### src/rtl/muldiv_unit.sv
// Iterative RV32M execute unit: shift-add multiply and restoring divide on operand magnitudes, sign fixed at the end.
// Result 33 edges after start (1 edge for divide-by-zero, signed overflow or reserved op); start is ignored while busy.
module muldiv_unit #(
  parameter int XLEN = 32
) (
  input  logic            clk,
  input  logic            rst_n,
  input  logic            start,
  input  logic [3:0]      op,
  input  logic [XLEN-1:0] rs1,
  input  logic [XLEN-1:0] rs2,
  input  logic [4:0]      rd_in,
  input  logic            flush,
  output logic            busy,
  output logic            done,
  output logic [XLEN-1:0] result,
  output logic [4:0]      rd_out
);
  localparam int CW = $clog2(XLEN) + 1;
  localparam logic [CW-1:0]   CNT_ONE  = CW'(1);
  localparam logic [CW-1:0]   CNT_LOAD = CW'(XLEN);
  localparam logic [XLEN-1:0] INT_MIN  = {1'b1, {(XLEN-1){1'b0}}};

  typedef enum logic [1:0] {IDLE, RUN, FIN} state_t;

  state_t          state_q;
  logic [2:0]      op_q;
  logic [CW-1:0]   cnt_q;
  logic [XLEN-1:0] a_q, hi_q, lo_q, result_q;
  logic            neg_a_q, neg_b_q, special_q, busy_q, done_q;
  logic [4:0]      rd_q, rd_out_q;

  logic            sgn_a, sgn_b, neg_a, neg_b, special;
  logic [XLEN-1:0] mag_a, mag_b, special_res;

  always_comb begin
    sgn_a = 1'b0;
    sgn_b = 1'b0;
    case (op)
      4'd0, 4'd1, 4'd4, 4'd6: begin sgn_a = 1'b1; sgn_b = 1'b1; end
      4'd2:                   sgn_a = 1'b1;
      default:                begin end
    endcase
    neg_a = sgn_a & rs1[XLEN-1];
    neg_b = sgn_b & rs2[XLEN-1];
    mag_a = neg_a ? -rs1 : rs1;
    mag_b = neg_b ? -rs2 : rs2;
    // Cases resolved without iterating; the answer is parked in lo_q.
    special     = 1'b0;
    special_res = '0;
    if (op[3]) begin
      special = 1'b1;
    end else if (op[2] && rs2 == '0) begin
      special     = 1'b1;
      special_res = op[1] ? rs1 : '1;
    end else if (op[2] && !op[0] && rs1 == INT_MIN && rs2 == '1) begin
      special     = 1'b1;
      special_res = op[1] ? '0 : INT_MIN;
    end
  end

  logic [XLEN:0]   mul_sum, div_shift;
  logic [XLEN-1:0] div_sub, hi_d, lo_d;

  always_comb begin
    mul_sum   = {1'b0, hi_q} + {1'b0, a_q & {XLEN{lo_q[0]}}};
    div_shift = {hi_q, lo_q[XLEN-1]};
    div_sub   = div_shift[XLEN-1:0] - a_q;
    if (op_q[2]) begin
      if (div_shift >= {1'b0, a_q}) begin
        hi_d = div_sub;
        lo_d = {lo_q[XLEN-2:0], 1'b1};
      end else begin
        hi_d = div_shift[XLEN-1:0];
        lo_d = {lo_q[XLEN-2:0], 1'b0};
      end
    end else begin
      hi_d = mul_sum[XLEN:1];
      lo_d = {mul_sum[0], lo_q[XLEN-1:1]};
    end
  end

  logic [2*XLEN-1:0] prod_s;
  logic [XLEN-1:0]   quo_s, rem_s, res_d;

  always_comb begin
    prod_s = (neg_a_q ^ neg_b_q) ? -{hi_q, lo_q} : {hi_q, lo_q};
    quo_s  = (neg_a_q ^ neg_b_q) ? -lo_q : lo_q;
    rem_s  = neg_a_q ? -hi_q : hi_q;
    case (op_q)
      3'd0:             res_d = prod_s[XLEN-1:0];
      3'd1, 3'd2, 3'd3: res_d = prod_s[2*XLEN-1:XLEN];
      3'd4, 3'd5:       res_d = quo_s;
      default:          res_d = rem_s;
    endcase
    if (special_q) res_d = lo_q;
  end

  always_ff @(posedge clk or negedge rst_n) begin
    if (!rst_n) begin
      state_q   <= IDLE;
      op_q      <= '0;
      cnt_q     <= '0;
      a_q       <= '0;
      hi_q      <= '0;
      lo_q      <= '0;
      neg_a_q   <= 1'b0;
      neg_b_q   <= 1'b0;
      special_q <= 1'b0;
      busy_q    <= 1'b0;
      done_q    <= 1'b0;
      result_q  <= '0;
      rd_q      <= '0;
      rd_out_q  <= '0;
    end else begin
      done_q <= 1'b0;
      case (state_q)
        RUN: begin
          if (flush) begin
            state_q <= IDLE;
            busy_q  <= 1'b0;
          end else begin
            hi_q  <= hi_d;
            lo_q  <= lo_d;
            cnt_q <= cnt_q - CNT_ONE;
            if (cnt_q == CNT_ONE) begin
              state_q <= FIN;
              busy_q  <= 1'b0;
            end
          end
        end
        default: begin
          // FIN publishes its result and may accept the next request on the same edge.
          if (state_q == FIN && !flush) begin
            done_q   <= 1'b1;
            result_q <= res_d;
            rd_out_q <= rd_q;
          end
          if (start && !flush) begin
            op_q      <= op[2:0];
            rd_q      <= rd_in;
            neg_a_q   <= neg_a;
            neg_b_q   <= neg_b;
            special_q <= special;
            cnt_q     <= CNT_LOAD;
            hi_q      <= '0;
            a_q       <= op[2] ? mag_b : mag_a;
            lo_q      <= special ? special_res : (op[2] ? mag_a : mag_b);
            state_q   <= special ? FIN : RUN;
            busy_q    <= !special;
          end else begin
            state_q <= IDLE;
          end
        end
      endcase
    end
  end

  assign busy   = busy_q;
  assign done   = done_q;
  assign result = result_q;
  assign rd_out = rd_out_q;

endmodule

### config.mk
export PLATFORM = sky130hd
export DESIGN_NAME = muldiv_unit
export DESIGN_NICKNAME = d
export VERILOG_FILES = /design/src/rtl/muldiv_unit.sv
export SDC_FILE = /design/constraint.sdc
export NUM_CORES = 1
export LEC_CHECK = 0
export BUFFER_PORTS_ARGS = -buffer_cell sky130_fd_sc_hd__buf_2
export CAP_MARGIN = 20
export CORE_UTILIZATION = 50
export CTS_BUF_LIST = sky130_fd_sc_hd__clkbuf_8
export DETAILED_ROUTE_END_ITERATION = 7
export GPL_TIMING_DRIVEN = 0
export PLACE_DENSITY = 0.74
export SLEW_MARGIN = 20
export SYNTH_ARGS = -nofsm -noshare
export SYNTH_HDL_FRONTEND = slang
export SYNTH_SLANG_ARGS = --single-unit
### constraint.sdc
create_clock -name clk -period 4.4 [get_ports clk]
set_input_delay 0.66 -clock clk [delete_from_list [all_inputs] [get_ports clk]]
set_output_delay 0.66 -clock clk [all_outputs]
set_load 0.05 [all_outputs]
==> After elaboration in Yosys (flattened, before gate mapping) <==
Cells that the tools add are included.
W data, S select, Z words.
{ "word_totals": {"regBits": 154, "output_inout_bits": 39, "word_cells": 109} }
{ "op_classes": {"n_addsub": 8, "n_lt_le_gt_ge": 1, "eq_ne": 16, "mux": 44, "n_bitwise": 5, "n_reduce_logical": 21} }
{ "ops": {"columns": ["operator", "n"], "rows": [
  ["$mux W32", 22],
  ["$neg A32 Y32", 4],
  ["$pmux W32 S3", 1],
  ["$eq A32 B32 Y1 const B", 2],
  ["$mux W64", 1],
  ["$neg A64 Y64", 1],
  ["$add A32 B32 Y33", 1],
  ["$ge A33 B32 Y1", 1],
  ["$and A32 B32 Y32", 1],
  ["$logic_not A32 Y1", 1],
  ["$sub A32 B32 Y32", 1],
  ["$mux W6", 3],
  ["$mux W1", 12],
  ["$mux W2", 5],
  ["$eq A4 B3 Y1 const B", 2],
  ["$reduce_and A2 Y1", 4],
  ["$eq A3 B2 Y1 const B", 2],
  ["$eq A3 B3 Y1 const B", 2],
  ["$eq A6 B1 Y1 const B", 1],
  ["$logic_and A1 B1 Y1", 6],
  ["$sub A6 B1 Y6 const B", 1],
  ["$reduce_or A5 Y1", 1],
  ["$eq A4 B1 Y1 const B", 1],
  ["$eq A4 B2 Y1 const B", 1],
  ["other kinds (15)", 18]
]} }

==> Longest topological paths before layout <==
{ "logic_depth": {"ltp_word": 10, "depth_mapped": 13} }

==> Least setup slack after synthesis <==
OpenSTA, ideal clock, no wires.
{ "synth_timing": {"kind": "input to register", "from": "in rs1[9]", "to": "reg lo_q[12]", "setup_ps": 126, "arrival_time_ps": 3045, "required_time_ps": 4274, "slack_ps": 1228, "stages": 9, "path_buffers": 1, "cell_sequence": "or4_4 or4_4 or4_4 o32ai_4 nor2_2 buf_6 o211ai_2 a21oi_1 a221o_1"} }
{ "synth_between": {"elab_chain_len": 9} }
{ "synth_lines": {"columns": ["item", "line", "text"], "rows": [
  ["start, declared", "10", "input logic [XLEN-1:0] rs1,"],
  ["branches (longest 6 deep; another with $neg A32 Y32)", null, null],
  ["$mux W32 *", "148", "lo_q <= special ? special_res : (op[2] ? mag_a : mag_b);"],
  ["$mux W32 *", "139", "if (start && !flush) begin"],
  ["$mux W32 *", "117", "case (state_q)"],
  ["end signal, assigned", "124", "lo_q <= lo_d;"],
  ["end signal, assigned", "148", null],
  ["end, declared", "29", "logic [XLEN-1:0] a_q, hi_q, lo_q, result_q;"]
]} }
Mark *: on every way between the ends. The select of a mux whose other input is x is not followed.
A chain may end at the register's enable or synchronous reset.

==> Worst setup path after layout <==
{ "layout_timing": {"from": "reg lo_q[0]", "to": "reg hi_q[28]"} }
{ "layout_between": {"elab_chain_len": 5} }
{ "layout_lines": {"columns": ["item", "line", "text"], "rows": [
  ["$and A32 B32 Y32", "66", "mul_sum = {1'b0, hi_q} + {1'b0, a_q & {XLEN{lo_q[0]}}};"],
  ["$add A32 B32 Y33", "66", null],
  ["$mux W32", "69", "if (op_q[2]) begin"],
  ["$mux W32", "119", "if (flush) begin"],
  ["$mux W32", "117", null],
  ["end signal, assigned", "123", "hi_q <= hi_d;"],
  ["end, declared", "29", null]
]} }
No other way between the ends. The select of a mux whose other input is x is not followed.

==> flow_summary.json <==
{
  "run_status": "finished, final reports clean",
  "drt_iter0_drc": 2471,
  "topRoutingLayerUsed": "met4",
  "timing.fmax_ghz": 0.2420,
  "rr_worst_depth": 12,
  "drt_drc_violations_left": 0,
  "finalMaxSlewViolations": 0,
  "antenna_found_initial": 4,
  "cts_buffers": 17,
  "grt_max_degree": 101,
  "coreArea_um2": 31640,
  "met3WireLength_um": 7433,
  "yosysTopAreaCellShare": 0.2391,
  "seq_area_frac_synth": 0.2391,
  "synth-edff-count": 0,
  "io_buffers": 115,
  "maxSlewHeadroom": 0.2021,
  "fin_setup_tns_ns": 0,
  "max_cap_viol_count": 0,
  "crit_required_ns": 4.80,
  "netlist_top_cells_count": "226 x nand2_1, 216 x o21ai_0, 192 x a21oi_1",
  "final-hold-violation-count": 0,
  "grt_pass1_vias": 17207,
  "synth_area_leaders": "dfrtp_1 24%, o21ai_0 6.7%, a21oi_1 6.0%",
  "fp.dieH_um": 181.6,
  "synth_seq_cells": 154,
  "setup_viol": 0,
  "io_pins": 116,
  "peakVddDrop_uv": 299.4,
  "grt.overflow.total": 0,
  "wl_um": 71630,
  "htree_num_levels": 4,
  "period_share": 0.9390,
  "cp_slowest_cell": "dfrtp_1",
  "wl_met2_um": 30140,
  "clk_pin_slew_ns": 0.12,
  "finalClockSkew_ns": 0.02308,
  "dr.pass1.iters": 6,
  "syn-num-nets": 2306,
  "synth.distinct_cells": 89,
  "drive_gt1_frac": 0.08984,
  "synth_top_area_cell": "dfrtp_1",
  "cts_setup_buffers": 0,
  "clock-sinks": 154,
  "worstSetupPathType": "reg -> reg",
  "grt_pass1_wl_um": 106500,
  "worstSetupEndpointType": "register",
  "cts_root_buf": "clkbuf_8",
  "ys_async_sr_fraction": 1.000,
  "crit_path_max_fanout": 10,
  "cp.arrival_ns": 4.53,
  "holdWs_ns": 0.04400,
  "die_width_um": 181.6,
  "met1Wirelength_um": 28630,
  "syn_to_final_growth_pct": 9.470,
  "place_hpwl_um": 56810,
  "vias": 18407,
  "synthesis.area_um2": 16120,
  "antenna_left": 0,
  "syn_inst": 2156,
  "wl_per_cell_um": 26.43,
  "clockBufferDepth": 2,
  "grt_usage": 0.4332,
  "clkLatencyLatePin_ns": 0.53,
  "rsz0062_at_grt": "false",
  "critPathMaxStageDelay_ns": 0.59,
  "gp_congestion": 1.107,
  "tightest_slew_ns": 1.197,
  "power_leakage_nw": 7.533,
  "hp-class": "in -> async",
  "crit_chain": "inv_1 > clkbuf_1 > nor2_1 > ha_1 > a2111oi_0 > nor3_1 > o21ai_1 > o21ai_1 > a311o_1 > a311oi_1 > mux2i_1 > a211o_1",
  "synth-main-ff-cell": "dfrtp_1",
  "fin_crit_ns": 4.132,
  "vias_per_cell": 6.792,
  "ctsResizeCount": 0,
  "cp_common_cell": "o21ai_1",
  "postSynthAreaPerCell_um2": 7.476,
  "cts_tree": "built",
  "dieArea_um2": 32960,
  "finalNetCount": 2441,
  "start_kind": "register",
  "start_util": 0.5095,
  "yosys_warnings": 0,
  "powerDensity_nw_per_um2": 515.0,
  "rows": 65,
  "cts_hold_buf": 0,
  "yosysMostFrequentCell": "nand2_1"
}
through the flow:
step | area, um2 | setup WS (ns) | total power [W] | std cells | util
3_3_place_gp | 17200 | 0.1719 | 0.007677 | 2673 | 0.5436
3_5_place_dp | 17240 | 0.2055 | 0.007738 | 2674 | 0.5448
5_1_grt | 17650 | 0.06093 | 0.009524 | 2710 | 0.5578
2_1_floorplan | 16120 | 1.228 | 0.005967 | 2156 | -
6_report | 17650 | 0.2684 | 0.009088 | 2710 | 0.5578
4_1_cts | 17620 | 0.1936 | 0.008856 | 2706 | 0.5569
flip-flops by register name (all words and copies together) (netlist names):
register   flops
state_q        2
hi_q          32
busy           1
cnt_q          6
done           1
result        32
lo_q          32
neg_b_q        1
op_q           3
neg_a_q        1
rd_q           5
rd_out         5
special_q      1
a_q           32
layer usage:
| metal | GRT usage | up-vias |
|---|---|---|
| met2 | 0.6402 | 1200 |
| met5 | 0 | - |
| met3 | 0.1059 | 281 |
| met4 | 0.3014 | 0 |
| met1 | 0.5555 | 8736 |
| li1 | - | 8190 |
cell families (layout without fill, tap and decap cells):
group                      count (synthesis)  count (layout)  synth area share
AOI/OAI and AO/OA                        752             752            0.2964
and+or+nand+nor                          690             690            0.2081
buffers and inverters                    239             387           0.05705
xor gates and xnor gates                 169             169           0.09183
DFF                                      154             154            0.2391
muxes                                     79              79           0.04999
adders and majority gates                 73              73           0.05760
other                                      0               4                 0
worst paths after layout:
check | startpoint | to | slack (ns)
max | lo_q[0] | hi_q[28] | 0.27
min | rst_n | result[22] | 0.04
max in group asynchronous | rst_n | a_q[10] | 3.46
max reg2reg | lo_q[0] | hi_q[28] | 0.27
min reg2reg | rd_out[3] | rd_out[3] | 0.47
min in group clk | rd_in[0] | rd_q[0] | 0.32
area by class of cell:
type / instances / area, um2
fill: 3095 / 13990
multi-input combinational: 1763 / 11360
sequential: 154 / 3854
buffer: 162 / 634.4
timing repair buffer: 116 / 613.1
tap: 402 / 503.0
inverter: 77 / 289.0
clock buffer: 18 / 247.7
clock inverter: 14 / 133.9
antenna: 4 / 10.01
layout by cell type (no fill, tap or decap), types with 9 or more instances in the layout:
| master | instances |
|---|---|
| buf_2 | 122 |
| mux2i_1 | 67 |
| or3_1 | 26 |
| nand3_1 | 37 |
| a21oi_1 | 192 |
| o211ai_1 | 50 |
| and3_1 | 19 |
| ha_1 | 71 |
| a311oi_1 | 12 |
| o221ai_1 | 23 |
| dfrtp_1 | 154 |
| nand2b_1 | 20 |
| nor2b_1 | 12 |
| inv_1 | 77 |
| a21o_1 | 34 |
| and2_1 | 10 |
| or4_1 | 20 |
| nor4_1 | 17 |
| mux2_2 | 12 |
| nor3_1 | 47 |
| clkbuf_8 | 18 |
| o21ai_0 | 216 |
| clkbuf_1 | 141 |
| nand4_1 | 22 |
| a221oi_1 | 11 |
| a22oi_1 | 24 |
| o41ai_1 | 9 |
| xnor2_1 | 87 |
| o31ai_1 | 22 |
| xor2_1 | 82 |
| a211oi_1 | 25 |
| a31oi_1 | 38 |
| nor2_1 | 184 |
| nand2_1 | 226 |
critical path: cells and delay by family (launching register included):
| kind | cells | cell delay [ns] |
|---|---|---|
| flops | 1 | 0.59 |
| compound gates | 6 | 1.99 |
| simple gates | 2 | 0.20 |
| fa+ha+maj | 1 | 0.39 |
| mux | 1 | 0.12 |
| buf+inv | 2 | 0.71 |
report_power, final:
| group | total (W) | internal (W) | switching (W) |
|---|---|---|---|
| Combinational | 0.00572 | 0.00175 | 0.00397 |
| Sequential | 0.00225 | 0.00181 | 0.000438 |
| Clock | 0.00111 | 0.000432 | 0.000681 |
Power figures use the tool's default switching activity.
